`src/rtl/dmem_pkg.sv`:
```
// rtl/dmem_pkg.sv - shared types, access encoding and lane helpers for the data-memory controller
package dmem_pkg;

    localparam int DMEM_ADDR_W = 7;

    typedef enum logic [1:0] {
        S_IDLE,
        S_RD,
        S_RESP
    } state_t;

    // Encoding value equals the position of the matching flag in the controller's flag vector.
    typedef enum logic [2:0] {
        ACC_LB,
        ACC_LH,
        ACC_LBU,
        ACC_LHU,
        ACC_LW,
        ACC_SB,
        ACC_SH,
        ACC_SW
    } acc_t;

    function automatic logic acc_is_store(input acc_t a);
        return a inside {ACC_SB, ACC_SH, ACC_SW};
    endfunction

    function automatic logic acc_aligned(input acc_t a, input logic [1:0] off);
        case (a)
            ACC_LH, ACC_LHU, ACC_SH: return !off[0];
            ACC_LW, ACC_SW:          return off == 2'b00;
            default:                 return 1'b1;
        endcase
    endfunction

    function automatic logic [31:0] lane_extract(input logic [31:0] word, input logic [1:0] off,
                                                 input acc_t a);
        logic [7:0]  b;
        logic [15:0] h;
        b = word[{off, 3'b000} +: 8];
        h = word[{off[1], 4'b0000} +: 16];
        case (a)
            ACC_LB:  return {{24{b[7]}}, b};
            ACC_LBU: return {24'h0, b};
            ACC_LH:  return {{16{h[15]}}, h};
            ACC_LHU: return {16'h0, h};
            default: return word;
        endcase
    endfunction

    function automatic logic [31:0] lane_merge(input logic [31:0] old, input logic [31:0] data,
                                               input logic [1:0] off, input acc_t a);
        logic [31:0] res;
        res = old;
        case (a)
            ACC_SB:  res[{off, 3'b000} +: 8] = data[7:0];
            ACC_SH:  res[{off[1], 4'b0000} +: 16] = data[15:0];
            default: res = data;
        endcase
        return res;
    endfunction

endpackage

```
`src/rtl/dmem_ram.sv`:
```
// rtl/dmem_ram.sv - single-port word RAM with synchronous read and per-word write enable
module dmem_ram #(
    parameter int WORD_W    = 5,
    parameter bit INIT_ZERO = 1'b0
) (
    input  logic              clk,
    input  logic              we,
    input  logic [WORD_W-1:0] addr,
    input  logic [31:0]       wdata,
    output logic [31:0]       rdata
);

    localparam int DEPTH = 1 << WORD_W;

    if (INIT_ZERO) begin : g_zero
        logic [31:0] mem [DEPTH] = '{default: 32'h0};

        always_ff @(posedge clk) begin
            if (we) mem[addr] <= wdata;
            rdata <= mem[addr];
        end
    end else begin : g_plain
        logic [31:0] mem [DEPTH];

        always_ff @(posedge clk) begin
            if (we) mem[addr] <= wdata;
            rdata <= mem[addr];
        end
    end

endmodule

```
`src/rtl/dmem_ctrl.sv`:
```
// rtl/dmem_ctrl.sv - CPU data-memory responder: validates, reads/merges/writes RAM, returns loads
module dmem_ctrl
    import dmem_pkg::*;
#(
    parameter int ADDR_W    = DMEM_ADDR_W,
    parameter bit INIT_ZERO = 1'b0
) (
    input  logic              clk,
    input  logic              rst,
    input  logic              dm_ena,
    input  logic              dm_r,
    input  logic              dm_w,
    input  logic              sb_flag,
    input  logic              sh_flag,
    input  logic              sw_flag,
    input  logic              lb_flag,
    input  logic              lh_flag,
    input  logic              lbu_flag,
    input  logic              lhu_flag,
    input  logic              lw_flag,
    input  logic [ADDR_W-1:0] dm_addr,
    input  logic [31:0]       dm_data_in,
    output logic [31:0]       dm_data_out,
    output logic              dm_ready,
    output logic              dm_err
);

    localparam int WORD_W = ADDR_W - 2;

    state_t            state, state_next;
    acc_t              acc, acc_q;
    logic [7:0]        flags;
    logic              req_ok;
    logic [ADDR_W-1:0] addr_q;
    logic [31:0]       data_q;
    logic              ram_we;
    logic [WORD_W-1:0] ram_addr;
    logic [31:0]       ram_wdata, ram_rdata;

    assign flags = {sw_flag, sh_flag, sb_flag, lw_flag, lhu_flag, lbu_flag, lh_flag, lb_flag};

    always_comb begin
        acc = ACC_LB;
        for (int i = 0; i < 8; i++) begin
            if (flags[i]) acc = acc_t'(3'(i));
        end
    end

    assign req_ok = (dm_r ^ dm_w) && $onehot(flags) && (acc_is_store(acc) == dm_w)
                    && acc_aligned(acc, dm_addr[1:0]);

    // Accept cycle drives the RAM from the live bus; RD drives it from the latched request.
    assign ram_addr  = (state == S_IDLE) ? dm_addr[ADDR_W-1:2] : addr_q[ADDR_W-1:2];
    assign ram_wdata = (state == S_IDLE) ? dm_data_in
                                         : lane_merge(ram_rdata, data_q, addr_q[1:0], acc_q);
    assign ram_we    = !rst && (((state == S_IDLE) && dm_ena && req_ok && (acc == ACC_SW))
                                || ((state == S_RD) && acc_is_store(acc_q)));

    dmem_ram #(
        .WORD_W    (WORD_W),
        .INIT_ZERO (INIT_ZERO)
    ) u_ram (
        .clk   (clk),
        .we    (ram_we),
        .addr  (ram_addr),
        .wdata (ram_wdata),
        .rdata (ram_rdata)
    );

    always_ff @(posedge clk) begin
        if (rst) state <= S_IDLE;
        else     state <= state_next;
    end

    always_comb begin
        state_next = state;
        case (state)
            S_IDLE: begin
                if (dm_ena) state_next = (!req_ok || acc == ACC_SW) ? S_RESP : S_RD;
            end
            S_RD:    state_next = S_RESP;
            S_RESP:  state_next = S_IDLE;
            default: state_next = S_IDLE;
        endcase
    end

    always_ff @(posedge clk) begin
        if (state == S_IDLE && dm_ena) begin
            addr_q <= dm_addr;
            data_q <= dm_data_in;
            acc_q  <= acc;
        end
    end

    always_ff @(posedge clk) begin
        if (rst) begin
            dm_ready    <= 1'b0;
            dm_err      <= 1'b0;
            dm_data_out <= 32'h0;
        end else begin
            dm_ready <= 1'b0;
            dm_err   <= 1'b0;
            case (state)
                S_IDLE: begin
                    if (dm_ena) begin
                        dm_ready <= !req_ok || (acc == ACC_SW);
                        dm_err   <= !req_ok;
                    end
                end
                S_RD: begin
                    dm_ready <= 1'b1;
                    if (!acc_is_store(acc_q))
                        dm_data_out <= lane_extract(ram_rdata, addr_q[1:0], acc_q);
                end
                default: ;
            endcase
        end
    end

endmodule

```
`config.mk`:
```
export PLATFORM = sky130hd
export DESIGN_NAME = dmem_ctrl
export DESIGN_NICKNAME = d
export VERILOG_FILES = /design/src/rtl/dmem_pkg.sv /design/src/rtl/dmem_ram.sv /design/src/rtl/dmem_ctrl.sv
export SDC_FILE = /design/constraint.sdc
export NUM_CORES = 1
export LEC_CHECK = 0
export BUFFER_PORTS_ARGS = -buffer_cell sky130_fd_sc_hd__buf_2
export CAP_MARGIN = 40
export CORE_ASPECT_RATIO = 0.75
export CORE_UTILIZATION = 56
export DETAILED_ROUTE_END_ITERATION = 10
export PLACE_DENSITY = 0.78
export SYNTH_ARGS = -nofsm -noshare
export SYNTH_HDL_FRONTEND = slang
export SYNTH_SLANG_ARGS = --single-unit
export TNS_END_PERCENT = 10
```
`constraint.sdc`:
```
create_clock -name clk -period 6.3 [get_ports clk]
set_clock_uncertainty 0.15 [all_clocks]
set_input_delay 0.315 -clock clk [delete_from_list [all_inputs] [get_ports clk]]
set_output_delay 0.315 -clock clk [all_outputs]
set_load 0.05 [all_outputs]
```
==> flow_summary.yaml, run 1 <==
placed_design:
  gp_congestion: 0.967
  place_hpwl_um: 74700
  buffer_ports.inserted: 85
  post_dp_cell_area_sq_mm: 0.0450
  numPlacedInstances: 3453
clocking:
  cts_setup_buffers: 0
  htreeDepth: 3
  clock_sinks: 1134
  post_cts_resize_count: 0
  clk_pin_slew_ns: 0.07
  cts_buffers: 99
  max-clock-path-buffers: 3
  cts-root-buf: "clkbuf_16"
  clk_latency_ns: 0.68
  cts_tree: "done"
  hold_buffers: 47
power:
  sw_frac_of_total_pct: 23.9
  power_density_mw_per_mm2: 326
  p_comb_share_pct: 8.9
  p_clk_share_pct: 37.3
  ir_drop_uv: 244
  seqPwrFrac_pct: 53.7
  p_leak_nw: 15.7
  internal_power_mw: 12.1
  switching_power_mw: 3.79
die:
  rows: 87
  die_x_um: 320
  ios: 86
  dieArea_sq_mm: 0.0769
  core-area_sq_mm: 0.0751
  initial_core_util_pct: 56.5
  die_h_um: 240
route:
  drc: 3
  wl_per_cell_um: 33.2
  wirelength_um: 122000
  viasPerCell: 7.25
  drt_iter0_drc: 5002
  vias: 26700
  drtPass1Iterations: 11
  ant_nets: 0
cells_and_area:
  nFillCells: 4839
  stdcell_count: 3687
  fin_nets: 2689
  area_delta_synth_final_pct: 14.6
  drive_gt1_share_pct: 15.6
  final_cell_area_sq_mm: 0.0487
sta:
  timing.hold.ws_ns: 0.0537
  rsz0062_at_grt: "false"
  maxSlewHeadroom_pct: 30.4
  finalHoldViolCount: 0
  worstMarginPinSlew_ns: 1.04
  min_period_ns: 5.13
  period_share_pct: 81.5
  max_freq_mhz: 195
  drv_slew: 0
  final-setup-viol-count: 0
synthesis:
  synth_ff_type: "edfxtp_1"
  ys_top_cells_by_area: "edfxtp_1 75%, a221oi_1 5.8%, a22o_1 5.4%"
  yosysSeqAreaShare_pct: 78.6
  synth_compound_area_share_pct: 15.7
  synth-edff-count: 1066
  synth-seq-cells: 1134
  syn_inst: 2436
  yosysTopAreaCell: "edfxtp_1"
  syn_area_sq_mm: 0.0425
  synth_xor_xnor_area_share_pct: 0
  synth_top_area_share_pct: 75.4
  ys_warn_count: 0
  synth_cell_types: 52
  synth_top_family_by_area: "compound AO/OA/AOI/OAI gates"
  synth_mux_area_share_pct: 0.168
  synthSimpleGateAreaFrac_pct: 3.06
  synthAdderAreaFrac_pct: 0.424
  synth_area_per_cell_sq_um: 17.4
  synthArstFlopShare_pct: 0
  synth_fp_nets: 2500
setup_path:
  cp.arrival_ns: 5.33
  critPathRequiredTime_ns: 6.50
  critPathCaptureType: "flop"
  critical_path_class: "in -> reg"
  worstSetupStartpointType: "input port"
  path_max_fanout: 32
run:
  maxCapViolCount: 0
global_routing:
  grt_max_degree: 106
  grt_first_pass_wirelength_um: 174000
  antenna_found_initial: 6
  grt_pass1_vias: 24700
  grt_use_total_pct: 31.5
  grt_overflow: 0
status:
  status: "complete, but fails checks"
  violations: "DRC"
min_path:
  hold_class: "in -> reg"
-- synthesized netlist by cell type (all sizes together) (7+ instances only) --
library cell,number
buf,44
a222oi,16
edfxtp,1066
o21ai,16
nor3,48
clkbuf,134
or4,34
nand2,50
o22ai,129
nand3,7
inv,23
a221oi,282
nor2b,23
dfxtp,68
a211oi,16
a21oi,39
ha,8
o211ai,23
a22o,260
nor2,72
o21a,17
-- logic make-up after synthesis --
| kind of cell | Yosys count |
|---|---|
| simple gates | 256 |
| fa+ha+maj | 12 |
| compound gates | 826 |
| flops | 1134 |
| buf+inv | 201 |
| mux | 7 |
-- power by group through the flow --
| stage | logic [mW] | clock network, mW | registers [mW] |
|---|---|---|---|
| after floorplan | 0.725 | 0 | 8.62 |
| after global placement | 1.25 | 0 | 8.68 |
| after detailed placement | 1.33 | 0 | 8.68 |
| after CTS | 1.37 | 5.94 | 8.52 |
| after global routing | 1.45 | 6.23 | 8.52 |
| final | 1.42 | 5.93 | 8.53 |
-- path summary, 6_finish.rpt --
path	from	endpoint	slack, ns	depth (start not counted)
max	sh_flag	u_ram.g_plain.mem[17][20]	1.17	18
min	rst	dm_data_out[15]	0.05	2
max reg2reg	addr_q[1]	u_ram.g_plain.mem[4][9]	1.84	9
min reg2reg	dm_data_out[5]	dm_data_out[5]	0.33	2
-- placed cells by master, fill, tap and decap left out, drive strengths merged, types with 23 or more instances in the layout --
cell | Yosys | layout
a21oi | 39 | 39
a221oi | 282 | 282
a22o | 260 | 260
buf | 44 | 219
clkbuf | 134 | 134
clkinv | 0 | 35
dfxtp | 68 | 68
dlygate4sd3 | 0 | 47
edfxtp | 1066 | 1066
inv | 23 | 26
nand2 | 50 | 50
nor2 | 72 | 72
nor2b | 23 | 23
nor3 | 48 | 48
o211ai | 23 | 23
o22ai | 129 | 129
or4 | 34 | 34
-- final cells by class --
| class | count | area [sq um] | area share (%) |
|---|---|---|---|
| flip-flops and latches | 1134 | 33400 | 68.6 |
| multi-input cells | 1101 | 8580 | 17.6 |
| clock buffers | 134 | 2680 | 5.51 |
| repair buffers | 266 | 2250 | 4.63 |
| well taps | 979 | 1220 | 2.52 |
| clock inverters | 49 | 469 | 0.964 |
| inverters | 23 | 86.3 | 0.177 |
| diodes | 1 | 2.50 | 0.00514 |
-- metal layers --
layer	share of wire, %	track usage [%]
met1	37	45.5
met2	45	46.5
met3	14	8.04
met4	4.2	11.6
met5	0.12	0
-- sequential cells by signal, indices dropped and copies added, names as in the netlist --
| register | count |
|---|---|
| u_ram.g_plain.mem | 1024 |
| data_q | 32 |
| dm_data_out | 32 |
| u_ram.rdata | 32 |
| addr_q | 7 |
| acc_q | 3 |
| state | 2 |
| dm_err | 1 |
| dm_ready | 1 |
-- worst max-delay path: stages --
cell	delay (ns)
dlygate4sd3_1	0.55
buf_2	0.14
inv_1	0.11
fa_1	0.45
fa_1	0.51
fa_1	0.41
inv_1	0.06
ha_1	0.16
inv_1	0.07
fa_1	0.44
a2111oi_0	0.34
a21oi_1	0.07
nor3_1	0.19
buf_4	0.17
a41oi_4	0.11
buf_4	0.34
nor3_2	0.42
buf_4	0.40
-- metrics by stage --
| step | setup TNS, ns | total power, mW | utilization (%) | worst slack [ns] |
|---|---|---|---|---|
| floorplan | -122.69 | 9.34 | - | -0.128 |
| finish | 0 | 15.9 | 64.8 | 1.17 |
| CTS | 0 | 15.8 | 64.7 | 1.19 |
| detailed placement | 0 | 10.0 | 59.9 | 1.08 |
| global route | 0 | 16.2 | 64.8 | 0.951 |
| global placement | 0 | 9.93 | 59.4 | 0.955 |
Note: power is estimated with default switching activity, not from simulation.
==> run 2, diff against run 1 <==
- clock period: 6.3 -> 4.5 ns (I/O delays scaled with it)
==> run 2 against run 1 <==
Effect of this change: the flow still finishes with violations (DRC); hold slack better by 0.072 ns; setup slack worse by 1.0 ns; clock power up 45%; sequential share of layout area down 1.8 points; register-to-register slack worse by 1.1 ns; flip-flop and latch count unchanged.
==> flow_summary.yaml, run 2 (same netlist as run 1, synthesis figures left out) <==
placed_design:
  post_dp_cell_area_sq_mm: 0.0460
  gp_congestion: 1.01
  numPlacedInstances: 3497
  place_hpwl_um: 79300
  dp_slack_ns: -0.0919
  buffer_ports.inserted: 85
setup_path:
  r2r_slack_ns: 0.70
  critical_path_class: "in -> reg"
  path_max_fanout: 8
  r2r_end: "u_ram.rdata[12]"
  reg2reg_from: "state[1]"
  worstSetupStartpointType: "input port"
  cp.arrival_ns: 4.57
  worst-r2r-cell-count: 7
  critPathRequiredTime_ns: 4.73
  critPathCaptureType: "flop"
cells_and_area:
  multi_input_area_sq_mm: 0.00873
  drive_gt1_share_pct: 17.6
  area_delta_synth_final_pct: 17.7
  stdcell_count: 3735
  fin_nets: 2740
  n_antenna_cell: 0
  regArea_sq_mm: 0.0334
  largest_register: "u_ram.g_plain.mem"
  final_cell_area_sq_mm: 0.0500
  layout_commonest_cell: "edfxtp_1"
  fin_util_pct: 66.5
  largest_register_ffs: 1024
  final_cell_mix: "1066 x edfxtp_1, 282 x a221oi_1, 260 x a22o_1"
  nFillCells: 4633
die:
  dieArea_sq_mm: 0.0769
  ios: 86
  initial_core_util_pct: 56.5
  rows: 87
  die_h_um: 240
  core-area_sq_mm: 0.0751
  die_x_um: 320
run:
  maxCapViolCount: 0
power:
  power_density_mw_per_mm2: 453
  ir_drop_uv: 363
  design_power_total_mw: 22.6
  p_leak_nw: 16.5
route:
  wl_per_cell_um: 34.1
  drtPass1Iterations: 11
  viasPerCell: 7.35
  drc: 1
  vias: 27500
  wirelength_um: 127000
  ant_nets: 0
  drt_iter0_drc: 5294
clocking:
  cts_tree: "done"
  cts_buffers: 96
  cts-root-buf: "clkbuf_16"
  max-clock-path-buffers: 3
  htreeDepth: 3
  clk_pin_slew_ns: 0.06
  clk_latency_ns: 0.68
  clock_sinks: 1134
global_routing:
  grt_first_pass_wirelength_um: 178000
  antenna_found_initial: 2
  grt_overflow: 0
  grt_use_total_pct: 32.4
  grt_pass1_vias: 25500
  grt_max_degree: 98
sta:
  worstMarginPinSlew_ns: 1.03
  rsz0062_at_grt: "false"
  period_share_pct: 96.4
  max_freq_mhz: 231
  final-setup-viol-count: 0
  maxSlewHeadroom_pct: 31.5
  drv_slew: 0
  finalHoldViolCount: 0
  fin_ws_ns: 0.163
  min_period_ns: 4.34
min_path:
  min_path_cells: 2
  hp-start: "dm_data_in[9]"
  hold_class: "in -> reg"
  hold-path-endpoint: "data_q[9]"
status:
  status: "complete, but fails checks"
  violations: "DRC"
-- run 2: cell count changes in the layout (fill, tap and decap cells not counted), sizes merged --
| cell | delta |
|---|---|
| bufinv | +8 |
| inv | +1 |
| clkinv | -4 |
| buf | +48 |
| dlymetal6s4s | +1 |
| diode | -1 |
| clkbuf | -9 |
| dlygate4sd3 | +1 |
| clkinvlp | +3 |
-- run 2: repair_timing --
| action | 4_1_cts | 5_1_grt |
|---|---|---|
| gates resized for setup | 0 | 10 |
| hold buffers | 49 | 0 |
| buffers inserted | 0 | 7 |
| endpoints found under the hold margin | 49 | 0 |
| endpoints found under the setup margin | 0 | 557 |
-- run 2: critical path: stages --
cell            delay [ns]
dlymetal6s4s_1        0.21
inv_2                 0.06
fa_1                  0.56
fa_1                  0.44
fa_1                  0.48
inv_1                 0.07
ha_2                  0.18
inv_2                 0.05
fa_2                  0.42
a2111oi_4             0.33
a21oi_2               0.08
nor3_4                0.24
a41oi_4               0.24
buf_12                0.20
clkbuf_16             0.18
nor3_4                0.23
buf_6                 0.16
clkbuf_16             0.18
-- run 2: per-layer routing --
metal  global-route usage [%]  part of all wire (%)
met4                     11.2                   3.9
met5                        0                     0
met1                     45.3                    36
met2                     47.8                    44
met3                     10.8                    16
-- run 2: worst max path at each step --
stage / start / end / slack (ns) / depth (start not counted)
2_1_floorplan: lb_flag / u_ram.g_plain.mem[14][0] / -0.68 / 13
3_3_place_gp: lb_flag / u_ram.g_plain.mem[1][4] / -0.04 / 16
3_5_place_dp: lb_flag / u_ram.g_plain.mem[30][21] / -0.09 / 16
4_1_cts: sb_flag / u_ram.g_plain.mem[30][21] / 0.10 / 17
5_1_grt: sb_flag / u_ram.g_plain.mem[19][12] / 0.06 / 18
6_report: sb_flag / u_ram.g_plain.mem[19][12] / 0.16 / 18
-- run 2: where the power goes --
group          switching [mW]  internal [mW]
Combinational            1.43          0.636
Sequential              0.189           11.8
Clock                    3.77           4.84
Total                    5.40           17.2
-- run 2: area by class of cell --
class,count,area share [%]
multi-input cells,1101,17.5
clock inverters,57,1.37
repair buffers,320,6.61
clock buffers,121,5.10
inverters,23,0.188
well taps,979,2.45
flip-flops and latches,1134,66.8
-- run 2: through the flow --
| stage | hold WS [ns] | TNS (ns) |
|---|---|---|
| 2_1_floorplan | 0.151 | -481.01 |
| 3_3_place_gp | 0.268 | -1.85 |
| 3_5_place_dp | 0.273 | -18.33 |
| 4_1_cts | 0.0808 | 0 |
| 5_1_grt | 0.128 | 0 |
| 6_report | 0.125 | 0 |
